### config.mk
export PLATFORM = sky130hd
export DESIGN_NAME = aha_sleep_hold_sequencer
export DESIGN_NICKNAME = d
export VERILOG_FILES = /design/src/rtl/aha_sleep_hold_sequencer.sv
export SDC_FILE = /design/constraint.sdc
export NUM_CORES = 1
export LEC_CHECK = 0
export BUFFER_PORTS_ARGS = -buffer_cell sky130_fd_sc_hd__buf_2
export CORE_MARGIN = 2
export CORE_UTILIZATION = 40
export DETAILED_ROUTE_END_ITERATION = 8
export GPL_TIMING_DRIVEN = 0
export SLEW_MARGIN = 40
export SYNTH_ARGS = -nofsm -noshare
export SYNTH_HDL_FRONTEND = slang
export SYNTH_SLANG_ARGS = --single-unit
export TNS_END_PERCENT = 50
### constraint.sdc
create_clock -name MASTER_CLK -period 2.25 [get_ports MASTER_CLK]
set_input_delay 0.5625 -clock MASTER_CLK [delete_from_list [all_inputs] [get_ports MASTER_CLK]]
set_output_delay 0.5625 -clock MASTER_CLK [all_outputs]
set_load 0.01 [all_outputs]
### src/rtl/aha_sleep_hold_sequencer.sv
// aha_sleep_hold_sequencer
// Initiator side of the CPU deep-sleep handshakes. On SLEEPDEEP it requests a
// CPU sleep hold, hands wake detection to the WIC and gates the CPU clock;
// on PMU_WAKEUP it re-enables the clock, waits a settle period and then
// unwinds the WIC and hold handshakes in reverse order.
module aha_sleep_hold_sequencer #(
    parameter int ACK_TIMEOUT = 255,
    parameter int WAKE_SETTLE = 4,
    parameter int CNT_W       = 8
) (
    input  logic        MASTER_CLK,
    input  logic        PORESET,
    input  logic        SEQ_EN,
    input  logic        SLEEPDEEP,
    input  logic        LOCKUP,
    input  logic        SLEEPHOLDACKn,
    input  logic        PMU_WIC_EN_ACK,
    input  logic        PMU_WAKEUP,
    output logic        SLEEPHOLDREQn,
    output logic        PMU_WIC_EN_REQ,
    output logic        CPU_GCLK_EN,
    output logic        DEEP_SLEEP_ACTIVE,
    output logic        TIMEOUT_ERR,
    output logic [15:0] WAKE_COUNT,
    output logic [2:0]  SEQ_STATE
);

    typedef enum logic [2:0] {
        S_IDLE     = 3'd0,
        S_HOLD_REQ = 3'd1,
        S_WIC_REQ  = 3'd2,
        S_GATED    = 3'd3,
        S_SETTLE   = 3'd4,
        S_WIC_REL  = 3'd5,
        S_HOLD_REL = 3'd6
    } state_t;

    localparam logic [CNT_W-1:0] TIMEOUT_VAL = CNT_W'(ACK_TIMEOUT);
    localparam logic [CNT_W-1:0] SETTLE_LAST = CNT_W'(WAKE_SETTLE - 1);

    state_t             state_q, state_d;
    logic [CNT_W-1:0]   cnt_q, cnt_d;
    logic               armed_q, armed_d;
    logic               hold_req_n_q, hold_req_n_d;
    logic               wic_en_req_q, wic_en_req_d;
    logic               gclk_en_q, gclk_en_d;
    logic               deep_active_q, deep_active_d;
    logic               timeout_err_q, timeout_err_d;
    logic [15:0]        wake_count_q, wake_count_d;
    logic               timeout;

    assign timeout = (cnt_q == TIMEOUT_VAL);

    // Next-state and next-output logic for the handshake sequencer.
    always_comb begin
        state_d       = state_q;
        hold_req_n_d  = hold_req_n_q;
        wic_en_req_d  = wic_en_req_q;
        gclk_en_d     = gclk_en_q;
        timeout_err_d = 1'b0;
        wake_count_d  = wake_count_q;

        case (state_q)
            S_IDLE: begin
                if (SEQ_EN && SLEEPDEEP && !LOCKUP && armed_q) begin
                    state_d      = S_HOLD_REQ;
                    hold_req_n_d = 1'b0;
                end
            end
            S_HOLD_REQ: begin
                // The CPU leaving sleep on its own is a clean abort.
                if (!SLEEPDEEP) begin
                    state_d      = S_HOLD_REL;
                    hold_req_n_d = 1'b1;
                end else if (!SLEEPHOLDACKn) begin
                    state_d      = S_WIC_REQ;
                    wic_en_req_d = 1'b1;
                end else if (timeout) begin
                    state_d       = S_HOLD_REL;
                    hold_req_n_d  = 1'b1;
                    timeout_err_d = 1'b1;
                end
            end
            S_WIC_REQ: begin
                // A wake racing the WIC ack wins: the clock is never gated.
                if (PMU_WAKEUP) begin
                    state_d      = S_WIC_REL;
                    wic_en_req_d = 1'b0;
                end else if (PMU_WIC_EN_ACK) begin
                    state_d   = S_GATED;
                    gclk_en_d = 1'b0;
                end else if (timeout) begin
                    state_d       = S_WIC_REL;
                    wic_en_req_d  = 1'b0;
                    timeout_err_d = 1'b1;
                end
            end
            S_GATED: begin
                if (PMU_WAKEUP) begin
                    state_d   = S_SETTLE;
                    gclk_en_d = 1'b1;
                    if (wake_count_q != 16'hFFFF) begin
                        wake_count_d = wake_count_q + 16'd1;
                    end
                end
            end
            S_SETTLE: begin
                if (cnt_q == SETTLE_LAST) begin
                    state_d      = S_WIC_REL;
                    wic_en_req_d = 1'b0;
                end
            end
            S_WIC_REL: begin
                if (!PMU_WIC_EN_ACK || timeout) begin
                    state_d       = S_HOLD_REL;
                    hold_req_n_d  = 1'b1;
                    timeout_err_d = PMU_WIC_EN_ACK;
                end
            end
            S_HOLD_REL: begin
                if (SLEEPHOLDACKn || timeout) begin
                    state_d       = S_IDLE;
                    timeout_err_d = !SLEEPHOLDACKn;
                end
            end
            default: begin
                state_d      = S_IDLE;
                hold_req_n_d = 1'b1;
                wic_en_req_d = 1'b0;
                gclk_en_d    = 1'b1;
            end
        endcase

        deep_active_d = (state_d == S_GATED);
    end

    // Shared timeout/settle counter and the re-entry guard.
    always_comb begin
        if (state_d != state_q) begin
            cnt_d = '0;
        end else if (cnt_q != '1) begin
            cnt_d = cnt_q + 1'b1;
        end else begin
            cnt_d = cnt_q;
        end

        // Disarm after a completed sequence until the CPU is seen awake.
        if (!SLEEPDEEP) begin
            armed_d = 1'b1;
        end else if (state_q == S_HOLD_REL && state_d == S_IDLE) begin
            armed_d = 1'b0;
        end else begin
            armed_d = armed_q;
        end
    end

    // State and registered outputs; reset leaves the CPU clock running.
    always_ff @(posedge MASTER_CLK or posedge PORESET) begin
        if (PORESET) begin
            state_q       <= S_IDLE;
            cnt_q         <= '0;
            armed_q       <= 1'b1;
            hold_req_n_q  <= 1'b1;
            wic_en_req_q  <= 1'b0;
            gclk_en_q     <= 1'b1;
            deep_active_q <= 1'b0;
            timeout_err_q <= 1'b0;
            wake_count_q  <= 16'd0;
        end else begin
            state_q       <= state_d;
            cnt_q         <= cnt_d;
            armed_q       <= armed_d;
            hold_req_n_q  <= hold_req_n_d;
            wic_en_req_q  <= wic_en_req_d;
            gclk_en_q     <= gclk_en_d;
            deep_active_q <= deep_active_d;
            timeout_err_q <= timeout_err_d;
            wake_count_q  <= wake_count_d;
        end
    end

    assign SLEEPHOLDREQn     = hold_req_n_q;
    assign PMU_WIC_EN_REQ    = wic_en_req_q;
    assign CPU_GCLK_EN       = gclk_en_q;
    assign DEEP_SLEEP_ACTIVE = deep_active_q;
    assign TIMEOUT_ERR       = timeout_err_q;
    assign WAKE_COUNT        = wake_count_q;
    assign SEQ_STATE         = state_q;

endmodule

==> results of run 1 <==
[per-stage QoR]
stage / total power (uW) / instance area [um2] / util (%)
floorplan: 1400 / 2040 / -
global route: 2350 / 2390 / 49.6
detailed placement: 1630 / 2270 / 47.2
finish: 2220 / 2390 / 49.6
global placement: 1620 / 2270 / 47.2
CTS: 2230 / 2390 / 49.6
[final timing paths]
check	startpoint	endpoint
max	cnt_q[0]$_DFFE_PP0P_	SEQ_STATE[1]$_DFF_PP0_
max in group asynchronous	PORESET	WAKE_COUNT[2]$_DFFE_PP0P_
min	PORESET	TIMEOUT_ERR$_DFF_PP0_
min reg2reg	WAKE_COUNT[7]$_DFFE_PP0P_	WAKE_COUNT[7]$_DFFE_PP0P_
max reg2reg	cnt_q[0]$_DFFE_PP0P_	SEQ_STATE[1]$_DFF_PP0_
min in group MASTER_CLK	WAKE_COUNT[7]$_DFFE_PP0P_	WAKE_COUNT[7]$_DFFE_PP0P_
[layer usage]
layer,global-route usage [%],vias to the layer above
li1,-,887
met1,26.5,872
met2,25.1,54
met3,3.70,4
met4,5.65,0
met5,0,-
[Yosys cell counts, types with 3 or more instances]
master | count | area share (%)
a211oi_1 | 3 | 1.1
xnor2_1 | 7 | 3.0
buf_2 | 7 | 1.7
dfstp_2 | 3 | 3.9
nand2b_1 | 4 | 1.2
inv_1 | 8 | 1.5
nor2b_1 | 3 | 0.92
nand3_1 | 9 | 2.2
o21a_1 | 3 | 1.1
nor4_1 | 10 | 3.1
mux2i_1 | 3 | 1.5
o21ai_0 | 9 | 2.2
nor3_1 | 9 | 2.2
nor2_1 | 14 | 2.6
a21oi_1 | 9 | 2.2
nand2_1 | 13 | 2.4
xor2_1 | 7 | 3.0
nand4_1 | 9 | 2.8
and3_1 | 3 | 0.92
dfrtp_1 | 30 | 37
[cells by family after synthesis]
family | after synthesis | share of synthesized area, %
buffers and inverters | 18 | 3.99
adders and majority gates | 2 | 1.23
muxes | 6 | 3.31
and+or+nand+nor | 97 | 29.5
xor gates and xnor gates | 14 | 6.02
DFF | 33 | 40.7
AOI/OAI and AO/OA | 45 | 15.3
[area by class of cell]
class	instances	area (um2)	share of cell area, %
repair buffers	30	150	6.29
multi-input cells	164	1130	47.2
inverters	8	30.0	1.26
flip-flops and latches	33	830	34.7
clock inverters	1	30.0	1.26
plain buffers	10	51.3	2.15
well taps	67	83.8	3.51
clock buffers	7	86.3	3.61
[power by group through the flow]
stage	sequential (uW)	clock, uW	combinational [uW]
floorplan	840	0	558
global route	839	620	892
finish	821	586	809
CTS	822	602	805
global placement	829	0	796
detailed placement	832	0	800
[worst register-to-register path: cells and delay by family, from the launching register on]
family	cells	cell delay, ns
adder cells (fa/ha/maj)	1	0.27
flip-flops	1	0.43
AO/OA/AOI/OAI	1	0.50
buffers and inverters	1	0.16
AND/OR/NAND/NOR	3	0.51
==> results.cfg, run 1 <==
[routing]
wl_per_cell_um = 14.9
vias_per_cell = 5.68
postRouteAntennaNets = 0
met3WireLength_um = 253
highest_layer = met4
drt_wl_total_um = 4760
first_pass_iters = 5
drcViolationCount = 0
dr.first_iter.drc_count = 94
wl_met1_um = 2370
wl_met2_um = 2100
vias = 1817

[pwr]
netSwitchingPower_uw = 809
clkPwrFrac_pct = 26.4
p_sw_share_pct = 36.5
power_frac_comb_pct = 36.5
power_leakage_uw = 0.00114
powerDensity_nw_per_um2 = 928
vdd_drop_max_v = 0.000493
p_seq_share_pct = 37.1
p_int_uw = 1410

[final_layout]
mostFrequentLayoutCells = 37 x buf_2, 30 x dfrtp_1, 14 x nor2_1
diodes = 0
layout_commonest_cell = buf_2
drive_gt1_share_pct = 26.5
final_net_count = 262
fill_cells = 486
largest_reg_flops = 16
area_delta_synth_final_pct = 17.2
instances_no_fill = 320

[clock_network]
cts_buffers = 5
cts_resized = 0
htreeDepth = 2
clk_pin_slew_ns = 0.07
clock_sinks = 33
cts_hold_buf = 0
clock_latency_ns = 0.28
postCtsSetupRepairBufs = 0
cts_tree = done
root_buffer = clkbuf_8
clockBufferDepth = 2

[sta]
relSlewSlack_pct = 54.5
skew_ns = 0.00563
period_share_pct = 86.0
final_max_slew_viol_count = 0
finalSetupTns_ns = 0
setup_viol = 0
timing.final.ws_setup_ns = 0.314
finalHoldViolCount = 0
fmax_ghz = 0.517
worstMarginPinSlew_ns = 0.681
min_period_ns = 1.94
hold_slack_ns = 0.380
rsz0062_at_grt = no

[synth]
yosysUniqueCellTypes = 62
async_reset_ff_share_pct = 100
syn_area_um2 = 2040
ys_warn_count = 0
synth_edf_count = 0
synthesis.nets = 225
ys_seq_area_share_pct = 40.7
ys_seq_elements = 33
syn_inst = 215
ys.flop_type = dfrtp_1
syn_area_per_cell_um2 = 9.48

[worst_setup_path]
ff2ff_setup_slack_ns = 0.31
end_kind = register
reg2reg_depth = 6
cp.arrival_ns = 2.15
crit_cells = 6
crit_slowest_cell = a2111oi_1
path_buf_inv = 1
crit_fanout = 6
max_stage_delay_ns = 0.50
crit_path_start_kind = register
cp_top_family = simple AND/OR/NAND/NOR gates
critical_path_class = register to register
path_cells = ha_1 > and3_1 > buf_2 > a2111oi_1 > nor2_1 > or4b_1
critPathRequiredTime_ns = 2.47

[global_route]
grt_first_pass_wirelength_um = 7630
track_usage_pct = 17.6
antenna_found_initial = 0
grt_pass1_vias = 1549
overflow = 0
grt_max_degree = 34

[floorplan]
die_h_um = 75.4
io_pins = 32
dieArea_um2 = 5680
fp.dieW_um = 75.4
start_util_pct = 42.3
rows = 25
design.core.area_um2 = 4820

[place]
place_worst_setup_slack_ns = 0.370
dp_hpwl_um = 3380
placedCellCount = 312
gp_congestion = 0.841
port_buffers = 30

[run]
maxCapViolations = 0

[outcome]
status = finished clean

[hold_path]
hp-class = primary input to async pin
No activity file was read; power rests on OpenSTA's default activity.
==> run 2: changes to the inputs <==
--- a/config.mk
+++ b/config.mk
@@ -6,6 +6,7 @@
 export NUM_CORES = 1
 export LEC_CHECK = 0
 export BUFFER_PORTS_ARGS = -buffer_cell sky130_fd_sc_hd__buf_2
+export CORE_ASPECT_RATIO = 0.6
 export CORE_MARGIN = 2
 export CORE_UTILIZATION = 40
 export DETAILED_ROUTE_END_ITERATION = 8
==> run 2 against run 1 <==
Setup slack got worse by 0.0027 ns. Clock-buffer cell count stayed put. Wire length is 5.2% higher. Largest power group unchanged. Register-to-register slack about the same. Sequential power increased by 1%. Critical path type unchanged. Die area increased by 0.33%. Clock power about the same.
==> results.cfg, run 2 (same netlist as run 1, synthesis figures left out) <==
[sta]
min_period_ns = 1.94
skew_ns = 0.00342
worstMarginPinSlew_ns = 0.705
setup_viol = 0
finalSetupTns_ns = 0
fmax_ghz = 0.516
final_max_slew_viol_count = 0
finalHoldViolCount = 0
relSlewSlack_pct = 52.9
period_share_pct = 86.1
rsz0062_at_grt = no

[worst_setup_path]
critPathRequiredTime_ns = 2.47
crit_path_start_kind = register
reg2reg_depth = 6
critical_path_class = register to register
end_kind = register
crit_fanout = 6
cp.arrival_ns = 2.15

[pwr]
vdd_drop_max_v = 0.000501
powerDensity_nw_per_um2 = 928
power_leakage_uw = 0.00114

[clock_network]
clockBufferDepth = 2
cts_resized = 0
postCtsSetupRepairBufs = 0
cts_buffers = 5
clock_sinks = 33
htreeDepth = 2
root_buffer = clkbuf_8
clk_pin_slew_ns = 0.07
cts_hold_buf = 0
clock_latency_ns = 0.28
cts_tree = done

[outcome]
status = finished clean

[floorplan]
dieArea_um2 = 5700
rows = 20
fp.dieW_um = 96.2
start_util_pct = 40.9
io_pins = 32
die_h_um = 59.3
design.core.area_um2 = 4980

[place]
gp_congestion = 0.826
dp_hpwl_um = 3670
port_buffers = 30
placed_area_um2 = 2270

[routing]
wl_per_cell_um = 15.7
postRouteAntennaNets = 0
first_pass_iters = 4
vias_per_cell = 5.51
drcViolationCount = 0
dr.first_iter.drc_count = 132
vias = 1759
drt_wl_total_um = 5010

[global_route]
grt_max_degree = 34
track_usage_pct = 18.8
overflow = 0
grt_first_pass_wirelength_um = 8090
grt_pass1_vias = 1563
antenna_found_initial = 0

[final_layout]
design_area_um2 = 2390
layout_commonest_cell = buf_2
diodes = 0
area_delta_synth_final_pct = 17.1
drive_gt1_share_pct = 26.5
final_net_count = 262
mostFrequentLayoutCells = 37 x buf_2, 30 x dfrtp_1, 14 x nor2_1
largest_reg_flops = 16

[run]
maxCapViolations = 0

[hold_path]
hp-class = primary input to async pin
[run 2: cell counts in the layout (fill, tap and decap cells not counted)]
No cell type changed its count.
[run 2: metrics by stage]
step / instances / total power [uW] / worst slack (ns) / utilization [%] / hold WS [ns]
2_1_floorplan: 215 / 1400 / 0.572 / - / 0.494
3_3_place_gp: 311 / 1620 / 0.329 / 45.6 / 0.477
3_5_place_dp: 311 / 1630 / 0.350 / 45.6 / 0.475
4_1_cts: 319 / 2220 / 0.307 / 47.9 / 0.412
5_1_grt: 319 / 2380 / 0.0999 / 47.9 / 0.443
6_report: 319 / 2220 / 0.312 / 47.9 / 0.392
[run 2: final timing paths]
check                                               start                    endpoint  slack [ns]
worst max-delay path                 cnt_q[0]$_DFFE_PP0P_      SEQ_STATE[1]$_DFF_PP0_        0.31
worst min-delay path                              PORESET        cnt_q[2]$_DFFE_PP0P_        0.39
worst max register to register       cnt_q[0]$_DFFE_PP0P_      SEQ_STATE[1]$_DFF_PP0_        0.31
worst min register to register  WAKE_COUNT[7]$_DFFE_PP0P_   WAKE_COUNT[7]$_DFFE_PP0P_        0.48
max in group asynchronous                         PORESET  WAKE_COUNT[15]$_DFFE_PP0P_        1.41
min in group MASTER_CLK         WAKE_COUNT[7]$_DFFE_PP0P_   WAKE_COUNT[7]$_DFFE_PP0P_        0.48
[run 2: metal layers]
| metal | wire, um | share of wire, % | global-route usage [%] |
|---|---|---|---|
| met3 | 239 | 4.8 | 4.58 |
| met4 | 30 | 0.60 | 3.47 |
| met1 | 2890 | 58 | 32.0 |
| met2 | 1850 | 37 | 22.9 |
| met5 | 0 | 0 | 0 |
[run 2: final cells by class]
cell class,count,area (um2)
timing repair buffer,30,150
fill,470,2590
clock buffer,7,86.3
clock inverter,1,30.0
inverter,8,30.0
tap,66,82.6
sequential,33,830
buffer,10,51.3
multi-input combinational,164,1130
[run 2: worst max-delay path, stage by stage (launching register included)]
cell and delay [ns]:
dfrtp_1 0.43, ha_1 0.26, and3_1 0.19, buf_2 0.16
a2111oi_1 0.55, nor2_1 0.10, or4b_1 0.19
[run 2: where the power goes]
part	switching, uW	total, uW	internal (uW)
Combinational	468	801	333
Sequential	120	831	711
Clock	223	584	361
Total	810	2220	1410
==> run 3: changes to the inputs <==
--- a/config.mk
+++ b/config.mk
@@ -5,12 +5,14 @@
 export SDC_FILE = /design/constraint.sdc
 export NUM_CORES = 1
 export LEC_CHECK = 0
+export ABC_AREA = 1
 export BUFFER_PORTS_ARGS = -buffer_cell sky130_fd_sc_hd__buf_2
 export CORE_ASPECT_RATIO = 0.6
-export CORE_MARGIN = 2
+export CORE_MARGIN = 5
 export CORE_UTILIZATION = 40
 export DETAILED_ROUTE_END_ITERATION = 8
 export GPL_TIMING_DRIVEN = 0
+export RECOVER_POWER = 100
 export SLEW_MARGIN = 40
 export SYNTH_ARGS = -nofsm -noshare
 export SYNTH_HDL_FRONTEND = slang
==> run 3 against run 2 <==
Core utilization fell by 1.4 points. Critical path depth is 3 higher. Total power is 3.9% higher. Wire length grew 7.3%. Sequential share of layout area up 0.67 points. Clock skew grew 0.0022 ns. Sequential cell count unchanged. First-iteration DRC count is 9.1% lower. Synthesized area up 1.3%. Critical path type unchanged. Largest power group unchanged.
==> results.cfg, run 3 <==
[outcome]
status = finished clean

[clock_network]
cts_hold_buf = 0
root_buffer = clkbuf_8
clock_sinks = 33
postCtsSetupRepairBufs = 0
htreeDepth = 2
clock_latency_ns = 0.29
cts_tree = done
clockBufferDepth = 2
cts_resized = 0
cts_buffers = 5
clk_pin_slew_ns = 0.07

[sta]
finalSetupTns_ns = 0
finalHoldViolCount = 0
fmax_ghz = 0.502
worstMarginPinSlew_ns = 1.46
min_period_ns = 1.99
period_share_pct = 88.5
skew_ns = 0.00560
relSlewSlack_pct = 2.32
setup_viol = 0
final_max_slew_viol_count = 0
rsz0062_at_grt = no

[floorplan]
rows = 20
start_util_pct = 41.0
fp.dieW_um = 103
io_pins = 32
dieArea_um2 = 6750
die_h_um = 65.7
design.core.area_um2 = 5030

[final_layout]
layout_commonest_cell = nand2_1
area_delta_synth_final_pct = 13.5
largest_reg_flops = 16
diodes = 0
final_net_count = 322
mostFrequentLayoutCells = 69 x nand2_1, 34 x nor2_1, 30 x dfrtp_1, 30 x inv_1, 28 x nand3_1
finish.utilization_pct = 46.6
fill_cells = 521
drive_gt1_share_pct = 12.1

[hold_path]
min_to = SLEEPHOLDREQn$_DFFE_PP1P_
holdPathStages = 2
hp-class = register to register
hp-start = SLEEPHOLDREQn$_DFFE_PP1P_

[routing]
vias = 1930
wl_per_cell_um = 14.2
wl_met2_um = 2020
drt_wl_total_um = 5380
vias_per_cell = 5.09
first_pass_iters = 5
drcViolationCount = 0
highest_layer = met4
dr.first_iter.drc_count = 120
met3WireLength_um = 506
wl_met1_um = 2810
postRouteAntennaNets = 0

[synth]
yosysMostFrequentCell = nand2_1
ys_warn_count = 0
synth_common_cells = 66 x nand2_1, 30 x dfrtp_1, 30 x inv_1, 27 x nand3_1, 27 x nor2_1
yosys.area.top_type = dfrtp_1
syn_area_per_cell_um2 = 7.53
synth_top_area_share_pct = 36.4
ys_seq_area_share_pct = 40.2
yosysUniqueCellTypes = 29
ys_seq_elements = 33
syn_inst = 274
async_reset_ff_share_pct = 100
synth_edf_count = 0
syn_area_um2 = 2060
synthesis.nets = 284
ys.flop_type = dfrtp_1
synthTopCellsByArea = dfrtp_1 36%, nand2_1 12%, nand3_1 6.5%

[global_route]
grt_first_pass_wirelength_um = 9100
grt_pass1_vias = 1775
overflow = 0
grt_max_degree = 34
track_usage_pct = 17.7
antenna_found_initial = 0

[place]
dp_hpwl_um = 4040
gp_congestion = 0.935
port_buffers = 31

[worst_setup_path]
r2r-end = WAKE_COUNT[13]$_DFFE_PP0P_
crit_path_start_kind = register
max_stage_delay_ns = 0.50
crit_slowest_cell = dfrtp_1
crit_fanout = 10
ff2ff_setup_slack_ns = 0.26
critical_path_class = register to register
r2r_start = WAKE_COUNT[0]$_DFFE_PP0P_
end_kind = register
reg2reg_depth = 9
cp.arrival_ns = 2.15
critPathRequiredTime_ns = 2.41
path_cells = ha_1 > nand3_1 > nor3_1 > nand3_1 > nand2_1 > inv_2 > clkbuf_2 > nand2_1 > o21ai_0

[pwr]
powerDensity_nw_per_um2 = 983
vdd_drop_max_v = 0.000298
power_leakage_uw = 0.00112

[run]
maxCapViolations = 0
==> run 3: cell count changes after synthesis, sizes merged, moves of 4 or more <==
cell / before / now
nand2b: 5 / 0
nor2: 16 / 40
inv: 8 / 35
nand2: 14 / 73
nand3: 9 / 31
nor4: 11 / 1
a21oi: 10 / 3
buf: 8 / 4
==> run 3: per-layer routing <==
| layer | up-vias | global-route usage (%) |
|---|---|---|
| met2 | 90 | 21.5 |
| met1 | 876 | 28.7 |
| met5 | - | 0 |
| met4 | 0 | 5.01 |
| met3 | 7 | 5.30 |
| li1 | 957 | - |
==> run 3: power by group <==
part | switching (uW) | internal (uW) | total, uW
clock network | 236 | 361 | 597
registers | 143 | 719 | 862
logic | 569 | 275 | 844
==> run 3: worst max path at each step <==
stage / start / endpoint / slack, ns
finish: WAKE_COUNT[0]$_DFFE_PP0P_ / WAKE_COUNT[13]$_DFFE_PP0P_ / 0.26
global route: cnt_q[0]$_DFFE_PP0P_ / cnt_q[4]$_DFFE_PP0P_ / 0.09
CTS: cnt_q[0]$_DFFE_PP0P_ / cnt_q[2]$_DFFE_PP0P_ / 0.38
detailed placement: SLEEPDEEP / cnt_q[2]$_DFFE_PP0P_ / 0.29
global placement: SLEEPDEEP / cnt_q[3]$_DFFE_PP0P_ / 0.29
floorplan: cnt_q[0]$_DFFE_PP0P_ / cnt_q[2]$_DFFE_PP0P_ / 0.63
==> run 3: through the flow <==
stage | std cells | area, um2 | hold slack, ns | power (uW) | worst slack [ns]
floorplan | 274 | 2060 | 0.452 | 1500 | 0.626
global placement | 371 | 2300 | 0.457 | 1780 | 0.294
detailed placement | 371 | 2300 | 0.462 | 1780 | 0.292
CTS | 379 | 2420 | 0.404 | 2390 | 0.385
global route | 379 | 2340 | 0.513 | 2480 | 0.0945
finish | 379 | 2340 | 0.470 | 2300 | 0.260
==> run 3: logic make-up after synthesis <==
group / count (synthesis) / synth area share [%]
fa+ha+maj: 2 / 1.21
simple gates: 167 / 38.9
xor+xnor: 16 / 6.79
compound gates: 17 / 4.67
flops: 33 / 40.2
buf+inv: 39 / 8.24
==> run 3: area by class of cell <==
cell class                      instances  area (um2)  share of cell area [%]
Sequential cell                        33         830                    35.4
Clock inverter                          1        30.0                    1.28
Buffer                                  4        31.3                    1.34
Inverter                               35         133                    5.66
Tap cell                               66        82.6                    3.53
Timing Repair Buffer                   31         125                    5.34
Multi-Input combinational cell        202        1020                    43.7
Clock buffer                            7        86.3                    3.69
==> run 3: critical path: cells and delay by family (launching register included) <==
| family | cells | cell delay, ns |
|---|---|---|
| AOI/OAI and AO/OA | 1 | 0.08 |
| and+or+nand+nor | 5 | 0.81 |
| DFF | 1 | 0.50 |
| buffers and inverters | 2 | 0.24 |
| adders and majority gates | 1 | 0.23 |
